**src/rtl/hdlc_tx_ctrl.sv**
```systemverilog
// HDLC transmit frame sequencer.
// Serialises a staged frame as: idle ones, start flag, LSB-first data with
// zero-bit insertion, end flag. Also generates the abort sequence on request
// and reports frame validity, sticky abort, size error and completion.
module hdlc_tx_ctrl #(
  parameter int MAX_BYTES = 126,
  parameter int SIZE_W    = 8
) (
  input  logic              Clk,
  input  logic              Rst,
  input  logic              Tx_Enable,
  input  logic [SIZE_W-1:0] Tx_FrameSize,
  input  logic [7:0]        Tx_Data,
  input  logic              Tx_AbortFrame,
  output logic              Tx_RdBuff,
  output logic              Tx,
  output logic              Tx_ValidFrame,
  output logic              Tx_AbortedTrans,
  output logic              Tx_SizeErr,
  output logic              Tx_Done
);

  typedef enum logic [2:0] {
    IDLE  = 3'd0,
    SFLAG = 3'd1,
    DATA  = 3'd2,
    EFLAG = 3'd3,
    ABORT = 3'd4
  } state_t;

  localparam logic [7:0]        FLAG     = 8'b0111_1110;
  localparam logic [SIZE_W-1:0] MAX_SIZE = SIZE_W'(MAX_BYTES);
  localparam logic [SIZE_W-1:0] ONE_SIZE = SIZE_W'(1);

  // State describes the bit currently on Tx; cnt_r indexes the flag/abort
  // bit or the data bit on the line (it holds during a stuffed zero).
  state_t            state_r;
  logic [2:0]        cnt_r;
  logic [7:0]        data_r;
  logic [2:0]        ones_r;   // consecutive data ones ending with the bit on Tx
  logic [SIZE_W-1:0] left_r;   // bytes of the frame not yet fetched

  logic [2:0] next_bit_s;
  logic       next_data_s;
  logic       next_flag_s;
  logic [2:0] ones_inc_s;
  logic [2:0] ones_load_s;
  logic       size_ok_s;
  logic       in_frame_s;

  // Next-bit helpers shared by the sequencer.
  always_comb begin
    next_bit_s  = cnt_r + 3'd1;
    next_data_s = data_r[next_bit_s];
    next_flag_s = FLAG[next_bit_s];
    ones_inc_s  = next_data_s ? (ones_r + 3'd1) : 3'd0;
    ones_load_s = Tx_Data[0] ? (ones_r + 3'd1) : 3'd0;
    size_ok_s   = (Tx_FrameSize != {SIZE_W{1'b0}}) && (Tx_FrameSize <= MAX_SIZE);
    in_frame_s  = (state_r == SFLAG) || (state_r == DATA) || (state_r == EFLAG);
  end

  // Frame sequencer with registered line and status outputs.
  always_ff @(posedge Clk or negedge Rst) begin
    if (!Rst) begin
      state_r         <= IDLE;
      cnt_r           <= 3'd0;
      data_r          <= 8'd0;
      ones_r          <= 3'd0;
      left_r          <= {SIZE_W{1'b0}};
      Tx              <= 1'b1;
      Tx_ValidFrame   <= 1'b0;
      Tx_AbortedTrans <= 1'b0;
      Tx_RdBuff       <= 1'b0;
      Tx_SizeErr      <= 1'b0;
      Tx_Done         <= 1'b0;
    end else begin
      Tx_RdBuff  <= 1'b0;
      Tx_SizeErr <= 1'b0;
      Tx_Done    <= 1'b0;
      if (in_frame_s && Tx_AbortFrame) begin
        // Abort overrides any pending fetch or stuffed zero.
        state_r         <= ABORT;
        cnt_r           <= 3'd0;
        Tx              <= 1'b0;
        Tx_ValidFrame   <= 1'b0;
        Tx_AbortedTrans <= 1'b1;
      end else begin
        case (state_r)
          IDLE: begin
            Tx            <= 1'b1;
            Tx_ValidFrame <= 1'b0;
            if (Tx_Enable) begin
              if (size_ok_s) begin
                state_r         <= SFLAG;
                cnt_r           <= 3'd0;
                Tx              <= FLAG[0];
                Tx_ValidFrame   <= 1'b1;
                Tx_AbortedTrans <= 1'b0;
                left_r          <= Tx_FrameSize;
              end else begin
                Tx_SizeErr <= 1'b1;
              end
            end else begin
              state_r <= IDLE;
            end
          end
          SFLAG: begin
            if (cnt_r != 3'd7) begin
              cnt_r     <= next_bit_s;
              Tx        <= next_flag_s;
              Tx_RdBuff <= (next_bit_s == 3'd7);
            end else begin
              state_r <= DATA;
              cnt_r   <= 3'd0;
              data_r  <= Tx_Data;
              Tx      <= Tx_Data[0];
              ones_r  <= Tx_Data[0] ? 3'd1 : 3'd0;
              left_r  <= left_r - ONE_SIZE;
            end
          end
          DATA: begin
            if (ones_r == 3'd5) begin
              // Stuffed zero: bit index holds, fetch slips by one cycle.
              Tx        <= 1'b0;
              ones_r    <= 3'd0;
              Tx_RdBuff <= (cnt_r == 3'd7) && (left_r != {SIZE_W{1'b0}});
            end else if (cnt_r != 3'd7) begin
              cnt_r     <= next_bit_s;
              Tx        <= next_data_s;
              ones_r    <= ones_inc_s;
              Tx_RdBuff <= (next_bit_s == 3'd7) && (left_r != {SIZE_W{1'b0}}) &&
                           (ones_inc_s != 3'd5);
            end else if (left_r != {SIZE_W{1'b0}}) begin
              cnt_r  <= 3'd0;
              data_r <= Tx_Data;
              Tx     <= Tx_Data[0];
              ones_r <= ones_load_s;
              left_r <= left_r - ONE_SIZE;
            end else begin
              state_r <= EFLAG;
              cnt_r   <= 3'd0;
              Tx      <= FLAG[0];
            end
          end
          EFLAG: begin
            if (cnt_r != 3'd7) begin
              cnt_r <= next_bit_s;
              Tx    <= next_flag_s;
            end else begin
              state_r       <= IDLE;
              Tx            <= 1'b1;
              Tx_ValidFrame <= 1'b0;
              Tx_Done       <= 1'b1;
            end
          end
          ABORT: begin
            if (cnt_r != 3'd7) begin
              cnt_r <= next_bit_s;
              Tx    <= 1'b1;
            end else begin
              state_r <= IDLE;
              Tx      <= 1'b1;
            end
          end
          default: begin
            state_r       <= IDLE;
            Tx            <= 1'b1;
            Tx_ValidFrame <= 1'b0;
          end
        endcase
      end
    end
  end

endmodule

```
**config.mk**
```make
export PLATFORM = sky130hd
export DESIGN_NAME = hdlc_tx_ctrl
export DESIGN_NICKNAME = d
export VERILOG_FILES = /design/src/rtl/hdlc_tx_ctrl.sv
export SDC_FILE = /design/constraint.sdc
export NUM_CORES = 1
export LEC_CHECK = 0
export BUFFER_PORTS_ARGS = -buffer_cell sky130_fd_sc_hd__buf_2
export CAP_MARGIN = 20
export CORE_UTILIZATION = 54
export CTS_BUF_LIST = sky130_fd_sc_hd__clkbuf_4
export DETAILED_ROUTE_END_ITERATION = 7
export GPL_TIMING_DRIVEN = 0
export PLACE_DENSITY = 0.8
export SLEW_MARGIN = 20
export SYNTH_ARGS = -nofsm -noshare
export SYNTH_HDL_FRONTEND = slang
export SYNTH_SLANG_ARGS = --single-unit
export TNS_END_PERCENT = 5
```
**constraint.sdc**
```tcl
create_clock -name Clk -period 2.2 [get_ports Clk]
set_input_delay 0.33 -clock Clk [delete_from_list [all_inputs] [get_ports Clk]]
set_output_delay 0.33 -clock Clk [all_outputs]
set_load 0.01 [all_outputs]
```
## Word level (Yosys, flattened, before mapping)

Memory sizes are Yosys's and may differ from the RTL's.
Index checks and enable logic that the tools add are counted.

| word-level totals | value |
|---|---|
| flip-flop bits (word level) | 31 |
| ROM bits | 8 |
| memories kept | 1 |

Memory list:

| name | depth | bits a word | rd ports | clocked after memory_dff | write ports | RTL line | text |
|---|---|---|---|---|---|---|---|
| (name not given) | 8 | 1 | 1 | 0 | 0 | 55 | `next_flag_s = FLAG[next_bit_s];` |

| operators by class | value |
|---|---|
| $add $sub $neg | 3 |
| magnitude comparators | 2 |
| eq/ne operators | 27 |
| muxes and demuxes | 68 |
| bitwise logic cells | 1 |
| reduce and logical (&&, ||, !) cells | 25 |

Operators by type and width:

| cell | count |
|---|---|
| $mux 8 | 10 |
| $mux 3 | 20 |
| $ne 3x3->1 const B | 10 |
| $mux 1 | 29 |
| $pmux 3 s4 | 2 |
| $pmux 8 s3 | 1 |
| $pmux 8 s2 | 1 |
| $reduce_bool 8->1 | 2 |
| $eq 3x3->1 const B | 4 |
| $reduce_and 6->1 | 2 |
| $ne 2x2->1 const B | 5 |
| $le 8x7->1 const B | 1 |
| $reduce_and 8->1 | 1 |
| $reduce_bool 2->1 | 4 |
| $sub 8x1->8 const B | 1 |
| $add 3x1->3 const B | 2 |
| $eq 3x2->1 const B | 2 |
| $pmux 3 s2 | 1 |
| $logic_and 1x1->1 | 5 |
| $reduce_and 5->1 | 1 |
| $reduce_bool 5->1 | 1 |
| $lt 3x4->1 const B | 1 |
| $ne 2x1->1 const B | 2 |
| $ne 4x1->1 const B | 1 |
| 16 further kinds | 17 |

## Logic depth before layout (Yosys ltp)

| logic depth | value |
|---|---|
| depth after elaboration | 10 |
| gate-level depth with buffers | 9 |

## Least setup slack after synthesis

No wires, ideal clock.

| path | value |
|---|---|
| path kind | register to register |
| start | register left_r[4] |
| end | register data_r[0] |
| library setup time | 0.125 ns |
| data arrival time | 1.972 ns |
| data required time | 2.075 ns |
| setup slack | 0.104 ns |
| cell stages (with the launch flop) | 7 |
| path buffers | 2 |
| period minus slack after synthesis | 2.096 ns |
| cell sequence | dfrtp_1 > or4_4 > nor4b_4 > o22a_1 > buf_6 > buf_6 > mux2_2 |

| between the ends | value |
|---|---|
| cells in the longest elaborated chain, start to end | 3 |

RTL lines:

| element | RTL line | text |
|---|---|---|
| start, declared | 41 | `logic [SIZE_W-1:0] left_r;` |
| start signal, assigned | 69 | `left_r <= {SIZE_W{1'b0}};` |
| start signal, assigned | 99 | `left_r <= Tx_FrameSize;` |
| start signal, assigned | 118 | `left_r <= left_r - ONE_SIZE;` |
| $reduce_bool 8->1 | 133 | `end else if (left_r != {SIZE_W{1'b0}}) begin` |
| $ne 2x1->1 (no line) | n/a |  |
| $reduce_and 6->1 (no line) | n/a |  |
| end signal, assigned | 115 | `data_r <= Tx_Data;` |
| end signal, assigned | 135 | `data_r <= Tx_Data;` |
| end, declared | 39 | `logic [7:0] data_r;` |

Every way passes these cells.
A chain may end at the register's enable or synchronous reset.

## Worst setup path after layout

| path | value |
|---|---|
| start | register left_r[6] |
| end | register data_r[0] |

The elaborated chain is that of the path after synthesis.

==> key figures <==
Run status
  – Status: finished, final reports clean

CTS
  – Hold-fix buffers, CTS: 0
  – Clock Tree Buf Depth: 2
  – H-Tree Depth: 2
  – Clock root buffer: clkbuf_4
  – Clk sink count: 31
  – CTS tree: yes
  – Clock-pin transition on the worst setup and hold timing paths: 0.10 ns
  – Total CTS buffers: 5
  – Clk_lat worst skew: roughly 0.33 ns

Routing
  – DRT Wirelength: 4360 µm
  – DRT iter0 DRCs: between 100 and 150
  – ANT nets after route: 0
  – Drt via density: 5.89
  – Routed len/inst: 14.6 µm
  – Drt pass-1 iters: 4
  – Via count: 1755
  – Residual DRC: 0

Global routing
  – Global route overflow: 0
  – Vias in the first global route: about 1700
  – Initial antenna violation count: 0
  – Global Route Usage Sum: 24.8%
  – First-pass GRT wire length: about 7700 µm
  – Largest net degree at the start of global routing: 32

Logic synthesis
  – Synth Instances: 217
  – Synthesized area: between 2000 and 2500 µm²
  – Primary FF master, synth: dfrtp_1
  – Post-synthesis sequential area ratio: approximately two fifths
  – Net count after synthesis: approximately 250
  – Number of synthesized flops with an enable pin: 0
  – Mean Syn Cell Area: just over 9 µm²
  – Synth warn: 0
  – Netlist cell types: 51
  – #FFs+latches synth: 31
  – Async SR Flop Fraction: 100%

Placed design
  – Global placement routability congestion: around 0.96
  – Cells after DPL: 288
  – Port-buffer cells: 25
  – Placed inst area: about 2200 µm²
  – HPWL after detailed placement: 3230 µm

Timing
  – Final Cycle Share: between 90 and 100%
  – Worst slew pin tran: 1.10 ns
  – RSZ-0062 raised after global routing: yes
  – F_max: about 0.47 GHz
  – Clock skew: 0.00652 ns
  – Final period demand of the worst path: between 2 and 2.5 ns
  – Headroom to the max-slew limit: 26.3%
  – Endpoints failing setup: 0
  – Final max-slew violation count: 0
  – Final Hold Viols: 0

Power
  – Worst VDD drop: around 0.55 mV
  – Total Power: roughly 0.0023 W
  – Leakage: roughly 1.1 nW
  – Pwr Density: slightly below 1000 nW/µm²

Flow run
  – Maxcap violations: 0

Layout
  – Post-route cell area: 2310 µm²
  – ANT cells: 0
  – Layout cells sized above 1: between 20 and 30%
  – Finished Layout Cells: about 300
  – Final core occ: roughly two thirds
  – Nets: 280
  – Area Growth Syn to Fin: 15.2%

Critical path
  – CP Data Arrival Time: about 2.4 ns
  – Worst path required time: 2.43 ns
  – CP Max Fanout: 10
  – CP bufs+invs: 2
  – Worst setup SP type: flip-flop
  – CP top delay family: simple AND/OR/NAND/NOR gates
  – Max incr delay on CP: about 0.58 ns
  – Crit. End Element: flip-flop
  – Critical path's slowest cell: or4_4
  – CP cell instances: or4_4 > nor4b_4 > o22a_1 > buf_6 > buf_8 > mux2_2
  – Worst Setup Path Type: flip-flop to flip-flop

Die
  – Core ar.: around 3400 µm²
  – Die Span X: ~63 µm
  – Starting density of the core: between 50% and 60%
  – Die height: around 63 µm
  – IO Count: 26
  – Row count: 21
  – Full die area: between 3000 and 4000 µm²

Min path
  – Hold Crit Class: input pin to async pin
## metrics by stage
step,setup WS (ns),hold WS [ns],TNS (ns)
after floorplan,0.104,0.0344,0
after global placement,-0.120,0.406,-0.338
after detailed placement,-0.255,0.410,-0.804
after CTS,-0.00878,0.0386,-0.00878
after global routing,-0.0182,0.0626,-0.0222
final,0.0668,0.0241,0
## state kept, by name, summed over array words and instances, names as in the netlist
| name | flops |
|---|---|
| Tx_AbortedTrans | 1 |
| state_r | 3 |
| Tx | 1 |
| cnt_r | 3 |
| Tx_SizeErr | 1 |
| ones_r | 3 |
| left_r | 8 |
| data_r | 8 |
| Tx_Done | 1 |
| Tx_RdBuff | 1 |
| Tx_ValidFrame | 1 |
## cell families after synthesis
group / count (synthesis) / synth area share (%)
flops: 31 / 38.8
fa+ha+maj: 9 / 5.62
simple gates: 77 / 20.5
xor+xnor: 1 / 0.437
mux: 18 / 9.99
compound gates: 58 / 19.2
buf+inv: 23 / 5.56
## power by group
group	leakage (nW)	internal [W]	switching, W
logic	0.641	0.000452	0.000644
clock network	0.0272	0.000122	0.000204
registers	0.395	0.000718	0.000136
total	1.06	0.00129	0.000985
## final timing paths
check	from	end	slack [ns]	depth (start not counted)
worst max-delay path	left_r[6]	data_r[0]	0.07	6
worst min-delay path	Rst	ones_r[2]	0.02	1
worst max register to register	left_r[6]	data_r[0]	0.07	6
worst min register to register	data_r[7]	data_r[7]	0.52	1
max in group asynchronous	Rst	cnt_r[1]	1.71	1
min in group Clk	Tx_Data[2]	data_r[2]	0.22	2
## timing repair
action / 4_1_cts / 5_1_grt
endpoints found under the setup margin: 10 / 11
pin swaps: 2 / 3
resized for setup: 5 / 12
setup buffers: 2 / 0
## area by class of cell
cell class | instances | area [µm²]
buffer | 12 | 80.1
clock buffer | 5 | 37.5
sequential | 31 | 778
multi-input combinational | 163 | 1150
timing repair buffer | 27 | 140
tap | 46 | 57.6
clock inverter | 3 | 20.0
inverter | 11 | 41.3
fill | 301 | 1130
## synthesized netlist by cell type (3+ instances only)
master | number | area, µm²
a21o_1 | 3 | 22.5
a21oi_1 | 18 | 90.1
a22oi_1 | 3 | 22.5
a31oi_1 | 5 | 31.3
buf_6 | 3 | 33.8
clkbuf_1 | 7 | 26.3
dfrtp_1 | 30 | 751
ha_1 | 9 | 113
inv_1 | 11 | 41.3
mux2_2 | 12 | 135
mux2i_1 | 5 | 50.1
nand2_1 | 17 | 63.8
nand2b_1 | 4 | 25.0
nand3_1 | 5 | 25.0
nor2_1 | 24 | 90.1
nor2b_1 | 3 | 18.8
nor3b_1 | 4 | 30.0
nor4_1 | 3 | 18.8
o21ai_0 | 5 | 25.0
o22a_1 | 3 | 26.3
o22ai_1 | 5 | 31.3
## cell usage in the layout (no fill, tap or decap), types with 2 or more instances in the layout
master,netlist,routed
inv_1,11,11
nand2_1,17,17
a21boi_0,2,2
a22oi_1,3,2
a21oi_1,18,18
o21ai_0,5,5
o21bai_1,2,2
o22a_1,3,3
mux2_2,12,12
clkbuf_4,0,6
or2_2,2,2
a211o_1,2,2
ha_1,9,8
mux2i_1,5,5
buf_2,2,27
a31oi_1,5,5
buf_4,0,2
clkinvlp_4,0,2
nor2b_1,3,3
dfrtp_1,30,29
buf_6,3,2
nand4_1,2,2
nand3_1,5,4
clkbuf_2,0,2
a21o_1,3,3
or4_1,2,2
nor3b_1,4,4
clkbuf_1,7,4
nor2_1,24,24
o22ai_1,5,5
nor4_1,3,3
nor3_1,2,2
nand2b_1,4,4
## metal layers
layer | share of wire, % | up-vias | track usage (%)
met5 | 0 | - | 0
met4 | 1.4 | 0 | 8.72
met3 | 6.9 | 8 | 6.20
met2 | 46 | 74 | 38.7
met1 | 46 | 820 | 33.3
li1 | - | 853 | -
Power figures use the tool's default switching activity.
